File: config.mk
export PLATFORM = sky130hd
export DESIGN_NAME = w_sched_stream
export DESIGN_NICKNAME = d
export VERILOG_FILES = /design/src/rtl/sha2_pkg.sv /design/src/rtl/w_sched_sigma.sv /design/src/rtl/w_sched_stream.sv
export SDC_FILE = /design/constraint.sdc
export NUM_CORES = 1
export LEC_CHECK = 0
export CAP_MARGIN = 20
export CELL_PAD_IN_SITES_DETAIL_PLACEMENT = 0
export CELL_PAD_IN_SITES_GLOBAL_PLACEMENT = 1
export CORE_MARGIN = 3
export CORE_UTILIZATION = 33
export CTS_CLUSTER_DIAMETER = 30
export CTS_CLUSTER_SIZE = 40
export DETAILED_ROUTE_END_ITERATION = 16
export DONT_BUFFER_PORTS = 1
export PLACE_DENSITY = 0.64
export SLEW_MARGIN = 25
export SYNTH_ARGS = -nofsm -noshare
export SYNTH_HDL_FRONTEND = slang
export SYNTH_HIERARCHICAL = 1
export SYNTH_SLANG_ARGS = --single-unit
File: constraint.sdc
create_clock -name clock -period 29.9 [get_ports clock]
set_clock_uncertainty 0.05 [all_clocks]
set_input_delay 5.98 -clock clock [delete_from_list [all_inputs] [get_ports clock]]
set_output_delay 5.98 -clock clock [all_outputs]
set_load 0.05 [all_outputs]
File: src/rtl/sha2_pkg.sv
// Shared SHA-2 definitions: sigma constants, round defaults, FSM state type and
// small-sigma helpers evaluated on a 64-bit carrier for either word width.
package sha2_pkg;

  localparam int unsigned WINDOW_N   = 16;
  localparam int unsigned ROUNDS_256 = 64;
  localparam int unsigned ROUNDS_512 = 80;

  localparam int unsigned S0_R1_256 = 7;
  localparam int unsigned S0_R2_256 = 18;
  localparam int unsigned S0_SH_256 = 3;
  localparam int unsigned S1_R1_256 = 17;
  localparam int unsigned S1_R2_256 = 19;
  localparam int unsigned S1_SH_256 = 10;

  localparam int unsigned S0_R1_512 = 1;
  localparam int unsigned S0_R2_512 = 8;
  localparam int unsigned S0_SH_512 = 7;
  localparam int unsigned S1_R1_512 = 19;
  localparam int unsigned S1_R2_512 = 61;
  localparam int unsigned S1_SH_512 = 6;

  typedef enum logic {IDLE, RUN} state_t;

  // Rotate right within the low w bits; x must be zero above bit w-1.
  function automatic logic [63:0] rotr(input logic [63:0] x, input int unsigned n,
                                       input int unsigned w);
    logic [63:0] mask;
    mask = (w >= 64) ? '1 : ((64'd1 << w) - 64'd1);
    return ((x >> n) | (x << (w - n))) & mask;
  endfunction

  function automatic logic [63:0] sigma0_small(input logic [63:0] x, input int unsigned w);
    if (w == 64)
      return rotr(x, S0_R1_512, 64) ^ rotr(x, S0_R2_512, 64) ^ (x >> S0_SH_512);
    return rotr(x, S0_R1_256, 32) ^ rotr(x, S0_R2_256, 32) ^ (x >> S0_SH_256);
  endfunction

  function automatic logic [63:0] sigma1_small(input logic [63:0] x, input int unsigned w);
    if (w == 64)
      return rotr(x, S1_R1_512, 64) ^ rotr(x, S1_R2_512, 64) ^ (x >> S1_SH_512);
    return rotr(x, S1_R1_256, 32) ^ rotr(x, S1_R2_256, 32) ^ (x >> S1_SH_256);
  endfunction

endpackage

File: src/rtl/w_sched_sigma.sv
// Combinational small sigma of one schedule word; SEL_S1 picks s1 over s0.
module w_sched_sigma
  import sha2_pkg::*;
#(
  parameter int unsigned WORD_W = 32,
  parameter bit          SEL_S1 = 1'b0
) (
  input  logic [WORD_W-1:0] word,
  output logic [WORD_W-1:0] sigma
);

  logic [63:0] wide;

  assign wide  = 64'(word);
  assign sigma = SEL_S1 ? WORD_W'(sigma1_small(wide, WORD_W))
                        : WORD_W'(sigma0_small(wide, WORD_W));

endmodule

File: src/rtl/w_sched_stream.sv
// Streaming SHA-2 message schedule: one 16-word block in, W[0..ROUNDS-1] out
// over a valid/ready stream, generated from a 16-word sliding window.
module w_sched_stream
  import sha2_pkg::*;
#(
  parameter int unsigned WORD_W = 32,
  parameter int unsigned ROUNDS = ROUNDS_256,
  parameter int unsigned IDX_W  = $clog2(ROUNDS)
) (
  input  logic                       clock,
  input  logic                       reset,
  input  logic                       block_valid,
  output logic                       block_ready,
  input  logic [WINDOW_N*WORD_W-1:0] message_block,
  input  logic                       flush,
  output logic                       w_valid,
  input  logic                       w_ready,
  output logic [WORD_W-1:0]          w_word,
  output logic [IDX_W-1:0]           w_index,
  output logic                       w_last,
  output logic                       busy
);

  if (WORD_W != 32 && WORD_W != 64) begin : g_bad_width
    $error("w_sched_stream: WORD_W must be 32 or 64");
  end

  state_t            state, state_next;
  logic [WORD_W-1:0] window [WINDOW_N];
  logic [WORD_W-1:0] blk_word [WINDOW_N];
  logic [WORD_W-1:0] s0_w1, s1_w14, new_word;
  logic              last_c, load_c, adv_c;

  // Word 0 sits in the most significant slice of the block.
  for (genvar g = 0; g < WINDOW_N; g++) begin : g_unpack
    assign blk_word[g] = message_block[(WINDOW_N-1-g)*WORD_W +: WORD_W];
  end

  w_sched_sigma #(.WORD_W(WORD_W), .SEL_S1(1'b0)) u_s0 (.word(window[1]),  .sigma(s0_w1));
  w_sched_sigma #(.WORD_W(WORD_W), .SEL_S1(1'b1)) u_s1 (.word(window[14]), .sigma(s1_w14));

  assign new_word    = s1_w14 + window[9] + s0_w1 + window[0];
  assign last_c      = (w_index == IDX_W'(ROUNDS - 1));
  assign load_c      = (state == IDLE) && block_valid && !reset;
  assign adv_c       = (state == RUN) && w_ready && !flush;

  assign block_ready = (state == IDLE) && !reset;
  assign busy        = (state == RUN);
  assign w_valid     = (state == RUN);
  assign w_last      = (state == RUN) && last_c;

  always_ff @(posedge clock) begin
    if (reset) state <= IDLE;
    else       state <= state_next;
  end

  always_comb begin
    state_next = state;
    case (state)
      IDLE: if (block_valid) state_next = RUN;
      RUN: begin
        if (flush)                state_next = IDLE;
        else if (w_ready && last_c) state_next = IDLE;
      end
      default: state_next = IDLE;
    endcase
  end

  // Presented word and round index; flush leaves the stale word but rewinds t.
  always_ff @(posedge clock) begin
    if (reset) begin
      w_word  <= '0;
      w_index <= '0;
    end else if (load_c) begin
      w_word  <= blk_word[0];
      w_index <= '0;
    end else if (state == RUN && flush) begin
      w_index <= '0;
    end else if (adv_c) begin
      w_word  <= window[1];
      w_index <= last_c ? '0 : w_index + IDX_W'(1);
    end
  end

  // Window contents are don't-care after reset, so no reset branch.
  always_ff @(posedge clock) begin
    if (load_c) begin
      for (int i = 0; i < WINDOW_N; i++) window[i] <= blk_word[i];
    end else if (adv_c) begin
      for (int i = 0; i < WINDOW_N-1; i++) window[i] <= window[i+1];
      window[WINDOW_N-1] <= new_word;
    end
  end

endmodule

### Yosys cells after proc, flatten, opt, wreduce, memory -nomap -nowiden

Memory sizes are Yosys's and may differ from the RTL's.
Cells that the tools add are included.
Widths: inputs -> output; s select.

* flip-flop bits (word level): 39
* RAM bits: 512
* output and inout bits: 42
* logic and storage cells: 77
* memories: 1

Memory list
* window: depth 16, width 32, rd ports 16, clocked after Yosys merged registers in 0, write ports 16, RTL line w_sched_stream.sv:29 `logic [WORD_W-1:0] window [WINDOW_N];`

* add/sub/neg operators: 4
* equal/unequal tests: 2
* muxes and demuxes: 29
* bitwise logic cells: 25
* reduce and logical (&&, ||, !) cells: 13

Operators by type and width (number)
* $mux 32: 19
* $add 32x32->32: 3
* $xor 32x32->32: 2
* $or 13x32->32: 1
* $or 14x32->32: 1
* $or 15x32->32: 1
* $or 25x32->32: 1
* $xor 32x22->32: 1
* $xor 32x29->32: 1
* $or 1x1->1: 16
* $logic_and 1x1->1: 8
* $mux 1: 8
* $add 6x1->6 const B: 1
* $eq 6x6->1 const B: 1
* $mux 6: 1
* $reduce_or 3->1: 1
* $logic_not 1->1: 2
* $ne 2x2->1 const B: 1
* $pmux 1 s2: 1
* $reduce_and 2->1: 1
* $reduce_bool 2->1: 1
* $not 1->1: 1

### Longest topological paths before layout

Gate-level depths: netlist (run 1).
An unclocked memory read counts as a cell.

* word-level depth: 8
* gate-level depth with buffers: 15
* gate-level depth less buffers: 15

### Hierarchy

The synthesis (run 1) kept the hierarchy.

By module, submodules not included
* w_sched_stream: times used 1, cells an instance 2793, area an instance 26810.7 µm², sequential area each 16155.5 µm²
* w_sched_sigma (u_s0): times used 1, cells an instance 32, area an instance 719.4 µm², sequential area each 0.0 µm²
* w_sched_sigma (u_s1): times used 1, cells an instance 32, area an instance 610.6 µm², sequential area each 0.0 µm²

### Worst setup path after synthesis (run 1)

OpenSTA, ideal clock, no wires.

* path kind: input-to-reg
* start point: in reset
* end point: mem window[0][0] (enable)
* setup time: 3.632 ns
* arrival time: 15.365 ns
* required time: 26.218 ns
* path slack: 10.853 ns
* stages on the path: 6
* cells stage by stage: clkbuf_1 -> or2_2 -> clkbuf_1 -> buf_2 -> buf_1 -> nand2_1

RTL lines
* from (decl): RTL line w_sched_stream.sv:11 `input logic reset,`
* to (decl): RTL line w_sched_stream.sv:29

### Worst setup path after layout (run 1)

* start point: in reset
* end point: out block_ready

* word-level cells in the longest chain between the ends: 2

RTL lines
* $logic_not 1->1: RTL line w_sched_stream.sv:47 `assign block_ready = (state == IDLE) && !reset;`
* $logic_and 1x1->1: RTL line w_sched_stream.sv:47
* to (decl): RTL line w_sched_stream.sv:13 `output logic block_ready,`

Every way passes these cells.

==> results of run 1 <==
[synth_stat cells, drive strengths merged, types with 30 or more instances]
| cell type | n | area (sq um) |
|---|---|---|
| a21oi | 50 | 277 |
| a311oi | 33 | 289 |
| clkbuf | 119 | 447 |
| dfxtp | 39 | 781 |
| edfxtp | 512 | 15400 |
| fa | 62 | 1240 |
| ha | 32 | 400 |
| inv | 184 | 691 |
| nand2 | 1465 | 5500 |
| nor2 | 81 | 304 |
| o21ai | 59 | 303 |
| xor2 | 30 | 263 |
| xor3 | 51 | 1220 |
[placed cells by master, fill, tap and decap left out, types with 10 or more instances in the layout]
cell type and n:
sky130_fd_sc_hd__clkbuf_1 16, sky130_fd_sc_hd__inv_1 184, sky130_fd_sc_hd__fa_1 62, sky130_fd_sc_hd__dfxtp_1 39, sky130_fd_sc_hd__clkbuf_16 144, sky130_fd_sc_hd__a21oi_1 45, sky130_fd_sc_hd__a311oi_1 33, sky130_fd_sc_hd__xnor2_1 11
sky130_fd_sc_hd__clkinv_2 19, sky130_fd_sc_hd__a21o_1 15, sky130_fd_sc_hd__nand3_1 10, sky130_fd_sc_hd__clkinvlp_4 18, sky130_fd_sc_hd__edfxtp_1 512, sky130_fd_sc_hd__o21ai_0 51, sky130_fd_sc_hd__xor2_1 30, sky130_fd_sc_hd__xor3_1 50
sky130_fd_sc_hd__clkinv_1 26, sky130_fd_sc_hd__nor2_1 80, sky130_fd_sc_hd__ha_1 32, sky130_fd_sc_hd__nand2_1 1463, sky130_fd_sc_hd__nor3_1 11, sky130_fd_sc_hd__bufinv_16 16
[path summary, 6_finish.rpt]
check / startpoint / slack [ns] / endpoint / cells after the start
worst max-delay path: reset / 17.21 / block_ready / 1
worst min-delay path: window[0][352] / 0.44 / window[0][320] / 2
worst max register to register: busy / 24.02 / window[0][276] / 9
worst min register to register: window[0][352] / 0.44 / window[0][320] / 2
[through the flow]
step           area [sq um]  setup WS [ns]
2_1_floorplan         28100          10.85
3_3_place_gp          29200          17.21
3_5_place_dp          29200          17.22
4_1_cts               33800          17.22
5_1_grt               33900          17.21
6_report              33900          17.21
[kinds of logic (layout without fill, tap and decap cells)]
group | Yosys count | count (layout) | synth area share (%)
simple gates | 1606 | 1606 | 22.1
flops | 551 | 551 | 57.4
buf+inv | 319 | 451 | 4.33
compound gates | 193 | 193 | 4.70
fa+ha+maj | 94 | 94 | 5.83
xor+xnor | 92 | 92 | 5.60
mux | 2 | 2 | 0.0711
other cells | 0 | 4 | 0
[layout make-up]
class / count / area [sq um]
antenna: 4 / 10.0
clock buffer: 162 / 3690
clock inverter: 89 / 930
fill: 8387 / 50200
inverter: 184 / 691
multi-input combinational: 1987 / 10800
sequential: 551 / 16200
tap: 1134 / 1420
timing repair buffer: 16 / 189
[metal layers]
metal  share of wire (%)  vias to the layer above
li1                    -                     9416
met1                  41                     9821
met2                  49                      802
met3                 8.4                      147
met4                 2.4                        2
met5               0.013                        -
[sequential cells by signal, summed over array words and instances, names as in the netlist]
register,flops
w_index,6
w_word,32
busy,1
window,512
[report_power, final]
group	leakage, uW	switching, uW	internal, uW
sequential	0.00513	58.0	972
combinational	0.00745	694	374
clock	0.00221	455	1010
total	0.0148	1210	2360
==> flow_metrics.py, run 1 <==
metrics = {
    "timing": {
        "max_slew.worst_pin.slew_ns": 1.10,
        "report.final.hold_viol_count": 0,
        "setup_violations": 0,
        "finalWorstPathRequiredPeriod_ns": 12.69,
        "final-max-slew-violation-count": 0,
        "fin_hold_ws_ns": 0.441,
        "layout_worst_path_cycle_share_pct": 42.4,
        "slew-limit-headroom_pct": 26.9,
        "maxClockFrequency_mhz": 78.8,
        "tns_ns": 0,
        "unrepaired_setup_endpoints_after_global_routing": "no",
    },
    "yosys": {
        "synth_warnings": 6,
        "number_of_synthesized_flops_with_an_enable_pin": 512,
        "synth_seq_cells": 551,
        "synth_cell_type_count": 64,
        "postSynth.topFlopCell": "sky130_fd_sc_hd__edfxtp_1",
        "average_cell_area_after_synthesis_sq_um": 9.85,
        "synthesized_netlist_cell_count": 2857,
        "post_synth_instance_area_sq_um": 28100,
        "postSynthNetCount": 3468,
        "async_reset_ff_share_pct": 0,
        "yosysSeqAreaShare_pct": 57.4,
    },
    "run": {
        "max-cap-violations": 0,
    },
    "power_and_ir_drop": {
        "report.power.total_uw": 3560,
        "vdd.ir_drop.worst_v": 0.0000538,
        "p_leak_uw": 0.0148,
        "total_power_density_per_cell_area_nw_per_um2": 105,
    },
    "place": {
        "numPortBuffers": 0,
        "placed_cells_incl_taps": 3871,
        "place.detailed.hpwl_mm": 77.1,
        "finalWeightedCongestion": 0.919,
    },
    "worst_hold_path": {
        "min_path_type": "reg -> reg",
    },
    "detailed_routing": {
        "post_drt_wl_per_cell_um": 24.7,
        "via_count": 20200,
        "drc": 0,
        "firstDrtPassIters": 5,
        "post_detailed_route_count_of_antenna_violating_nets": 0,
        "1st_iter_drt_viols": 1923,
        "vias_per_cell": 4.89,
        "route.final.wire_length_mm": 102,
    },
    "global_routing": {
        "antenna_found_initial": 11,
        "grt_start_max_net_pins": 204,
        "grt.total_usage_pct": 22.5,
        "grt_util_met3_pct": 6.68,
        "globalRouteMet2Util_pct": 37.4,
        "grt_first_pass_wirelength_mm": 144,
        "grt.busiest_layer": "met2",
        "via_count_of_the_first_global_routing_pass": 21000,
        "groute.layer.met1.usage_pct": 28.0,
        "overflow": 0,
    },
    "worst_setup_path": {
        "critical_path.endpoint_type": "output pin",
        "required_ns": 23.87,
        "worst-path-max-fanout": 37,
        "timing.critical_path.max_delay_family": "simple AND/OR/NAND/NOR gates",
        "worstSetupPathType": "in -> out",
        "worst_path_max_delay_cell": "sky130_fd_sc_hd__nor2_1",
        "cp_cell_sequence": "nor2_1",
        "worstPathArrival_ns": 6.66,
        "critical_path.max_stage_delay_ns": 0.67,
        "worst_setup_path_start_kind": "input port",
        "critPathBufInv": 0,
    },
    "clocking": {
        "tritoncts": "built",
        "cts.repair_timing.setup_buffer_count": 0,
        "numCtsBuffers": 139,
        "worstSkewPairLatency_ns": 0.70,
        "cts.root.buffer_cell": "sky130_fd_sc_hd__clkbuf_16",
        "cts_htree_levels": 4,
        "clock_path_buffers": 3,
        "cts.reportedPaths.clkPinSlew_ns": 0.04,
        "hold_bufs_inserted_after_cts": 0,
        "post_cts_resize_count": 0,
        "clock-sinks": 551,
    },
    "floorplan": {
        "fp.dieArea_sq_um": 88800,
        "io_pins": 559,
        "std_cell_rows": 106,
        "floorplan.initialDensity_pct": 33.5,
        "core_sq_um": 84100,
        "die_span_x_um": 298,
        "chipHeight_um": 298,
    },
    "outcome": {
        "outcome": "finished clean",
    },
    "layout": {
        "drive_gt1_share_pct": 8.46,
        "utilization_pct": 40.3,
        "area_growth_syn_to_layout_pct": 20.4,
        "final_nets": 3490,
        "instances_no_fill": 4127,
    },
}
Note: power is estimated with default switching activity, not from simulation.
==> run 2: changes to the inputs <==
--- a/config.mk
+++ b/config.mk
@@ -5,6 +5,7 @@
 export SDC_FILE = /design/constraint.sdc
 export NUM_CORES = 1
 export LEC_CHECK = 0
+export ABC_AREA = 1
 export CAP_MARGIN = 20
 export CELL_PAD_IN_SITES_DETAIL_PLACEMENT = 0
 export CELL_PAD_IN_SITES_GLOBAL_PLACEMENT = 1
@@ -14,7 +15,7 @@
 export CTS_CLUSTER_SIZE = 40
 export DETAILED_ROUTE_END_ITERATION = 16
 export DONT_BUFFER_PORTS = 1
-export PLACE_DENSITY = 0.64
+export PLACE_DENSITY = 0.67
 export SLEW_MARGIN = 25
 export SYNTH_ARGS = -nofsm -noshare
 export SYNTH_HDL_FRONTEND = slang
==> constraint.sdc (replaced) <==
create_clock -name clock -period 10.4 [get_ports clock]
set_clock_uncertainty 0.05 [all_clocks]
set_input_delay 2.08 -clock clock [delete_from_list [all_inputs] [get_ports clock]]
set_output_delay 2.08 -clock clock [all_outputs]
set_load 0.05 [all_outputs]
==> flow_metrics.py, run 2 <==
metrics = {
    "global_routing": {
        "grt_start_max_net_pins": 215,
        "grt.total_usage_pct": 23.1,
        "grt_first_pass_wirelength_mm": 150,
        "via_count_of_the_first_global_routing_pass": 22000,
        "overflow": 0,
        "antenna_found_initial": 17,
    },
    "layout": {
        "largest_register_ffs": 512,
        "n_fill_cell": 8929,
        "final-seq-area_sq_um": 16200,
        "multi_input_comb_area_sq_um": 10900,
        "layout_commonest_cell": "sky130_fd_sc_hd__nand2_1",
        "utilization_pct": 40.1,
        "area_growth_syn_to_layout_pct": 20.0,
        "drive_gt1_share_pct": 6.98,
        "top_regs": "window (512), w_word (32), w_index (6)",
        "regMostFlops": "window",
        "leading_cell_types_in_the_layout_fill_and_taps_excluded": "1981 x sky130_fd_sc_hd__nand2_1, 512 x sky130_fd_sc_hd__edfxtp_1, 350 x sky130_fd_sc_hd__inv_1, 147 x sky130_fd_sc_hd__clkbuf_16, 99 x sky130_fd_sc_hd__nand3_1",
        "final_nets": 4096,
        "layout.cell_area.non_filler_sq_um": 34900,
    },
    "yosys": {
        "post_synth_instance_area_sq_um": 29100,
        "synth_cell_type_count": 31,
        "synthTopCellsByCount": "1982 x sky130_fd_sc_hd__nand2_1, 512 x sky130_fd_sc_hd__edfxtp_1, 350 x sky130_fd_sc_hd__inv_1",
        "number_of_synthesized_flops_with_an_enable_pin": 512,
        "synthesized_netlist_cell_count": 3454,
        "postSynth.topFlopCell": "sky130_fd_sc_hd__edfxtp_1",
        "synth.area.top_cells": "sky130_fd_sc_hd__edfxtp_1 53%, sky130_fd_sc_hd__nand2_1 26%, sky130_fd_sc_hd__inv_1 4.5%",
        "postSynthNetCount": 4065,
        "top_cell_type_by_total_area_after_synthesis": "sky130_fd_sc_hd__edfxtp_1",
        "netlist.area_leader.share_pct": 52.9,
        "synth_most_common_cell": "sky130_fd_sc_hd__nand2_1",
        "async_reset_ff_share_pct": 0,
        "average_cell_area_after_synthesis_sq_um": 8.41,
        "synth_seq_cells": 551,
        "synth_warnings": 6,
        "yosysSeqAreaShare_pct": 55.6,
    },
    "power_and_ir_drop": {
        "cell_internal_power_uw": 6460,
        "total_power_density_per_cell_area_nw_per_um2": 271,
        "report.power.total_uw": 9460,
        "net_switching_component_of_the_power_uw": 3010,
        "p_sw_share_pct": 31.8,
        "vdd.ir_drop.worst_v": 0.000216,
        "seq_power_share_pct": 30.5,
        "p_leak_uw": 0.0162,
        "clock_power_share_pct": 46.5,
        "combPwrFrac_pct": 22.9,
    },
    "timing": {
        "slew-limit-headroom_pct": 29.6,
        "setup_violations": 0,
        "report.final.hold_viol_count": 0,
        "unrepaired_setup_endpoints_after_global_routing": "no",
        "final-max-slew-violation-count": 0,
        "tns_ns": 0,
        "maxClockFrequency_mhz": 199,
        "layout_worst_path_cycle_share_pct": 48.3,
        "finalWorstPathRequiredPeriod_ns": 5.02,
        "max_slew.worst_pin.slew_ns": 1.06,
        "fin_hold_ws_ns": 0.436,
    },
    "detailed_routing": {
        "1st_iter_drt_viols": 2005,
        "post_detailed_route_count_of_antenna_violating_nets": 0,
        "firstDrtPassIters": 5,
        "via_count": 22400,
        "post_drt_wl_per_cell_um": 22.6,
        "drc": 0,
        "route.final.wire_length_mm": 108,
        "vias_per_cell": 4.71,
    },
    "worst_hold_path": {
        "min_path_type": "reg -> reg",
        "hp-start": "window[0][363]",
    },
    "run": {
        "max-cap-violations": 0,
    },
    "clocking": {
        "cts.repair_timing.setup_buffer_count": 0,
        "hold_bufs_inserted_after_cts": 0,
        "numCtsBuffers": 145,
        "cts.reportedPaths.clkPinSlew_ns": 0.04,
        "tritoncts": "built",
        "post_cts_resize_count": 0,
        "cts.root.buffer_cell": "sky130_fd_sc_hd__clkbuf_16",
        "worstSkewPairLatency_ns": 0.70,
        "clock_path_buffers": 3,
        "clock-sinks": 551,
        "cts_htree_levels": 4,
    },
    "floorplan": {
        "fp.dieArea_sq_um": 91700,
        "core_sq_um": 87000,
        "floorplan.initialDensity_pct": 33.4,
        "io_pins": 559,
        "std_cell_rows": 108,
        "die_span_x_um": 303,
        "chipHeight_um": 303,
    },
    "worst_setup_path": {
        "required_ns": 8.27,
        "worst-r2r-setup-slack_ns": 6.00,
        "crit_path_start": "w_index[0]",
        "worst_setup_path_start_kind": "register",
        "worstPathArrival_ns": 2.89,
        "worstSetupPathType": "reg -> out",
        "worst-path-max-fanout": 5,
        "timing.rr.start": "window[0][53]",
        "critical_path.endpoint_type": "output pin",
    },
    "outcome": {
        "outcome": "finished clean",
    },
    "place": {
        "place.detailed.hpwl_mm": 81.9,
        "post_placement_cell_area_sq_um": 30100,
        "finalWeightedCongestion": 0.880,
        "numPortBuffers": 0,
    },
}
[run 2: cell count changes after synthesis, moves of 50 or more]
cell / previous run / this run
sky130_fd_sc_hd__buf_2: 13 / 98
sky130_fd_sc_hd__clkbuf_1: 119 / 25
sky130_fd_sc_hd__inv_1: 184 / 350
sky130_fd_sc_hd__nand3_1: 10 / 100
sky130_fd_sc_hd__nand2_1: 1464 / 1982
sky130_fd_sc_hd__xor3_1: 50 / 0
[run 2: final timing paths]
check / to / cells past startpoint
setup / recovery: w_last / 3
hold / removal: window[0][331] / 2
hold reg to reg: window[0][331] / 2
setup reg to reg: window[0][511] / 19
[run 2: kinds of logic (layout without fill, tap and decap cells)]
logic type,Yosys count,after routing,synth area share (%)
XOR/XNOR,26,26,0.784
adder cells (fa/ha/maj),94,94,5.65
flip-flops,551,551,55.6
other,0,10,0
AO/OA/AOI/OAI,141,141,2.62
AND/OR/NAND/NOR,2153,2153,28.5
buffers and inverters,489,631,6.89
[run 2: area by class of cell]
type / instances / share of cell area [%]
inverter: 358 / 3.89
timing repair buffer: 15 / 0.488
clock buffer: 173 / 10.9
tap: 1155 / 4.14
clock inverter: 85 / 2.82
multi-input combinational: 2414 / 31.3
antenna: 10 / 0.0718
sequential: 551 / 46.3
[run 2: metal layers]
metal | vias up | wire, um | share of wire (%) | track usage (%)
li1 | 11000 | - | - | -
met1 | 10400 | 42300 | 39 | 28.1
met2 | 863 | 52100 | 48 | 38.7
met3 | 155 | 10500 | 9.8 | 7.43
met4 | 12 | 2610 | 2.4 | 7.90
met5 | - | 70 | 0.065 | 0
[run 2: stage by stage]
step                      setup slack (ns)  instances
after CTS                             5.27       4751
after detailed placement              4.84       4493
final                                 5.38       4761
after floorplan                       1.22       3454
after global routing                  5.26       4759
after global placement                4.89       4493
[run 2: power by group through the flow]
| stage | Clock, uW | Combinational, uW | Sequential (uW) |
|---|---|---|---|
| 2_1_floorplan | 0 | 1460 | 2890 |
| 3_3_place_gp | 0 | 2150 | 2920 |
| 3_5_place_dp | 0 | 2170 | 2920 |
| 4_1_cts | 4470 | 2190 | 2890 |
| 5_1_grt | 4590 | 2480 | 2900 |
| 6_report | 4400 | 2170 | 2890 |
[run 2: worst max-delay path: stages, from the launching register on]
cell and delay [ns]:
sky130_fd_sc_hd__dfxtp_1 0.78, sky130_fd_sc_hd__ha_1 0.29, sky130_fd_sc_hd__nand4_1 0.31, sky130_fd_sc_hd__nor2_1 0.81
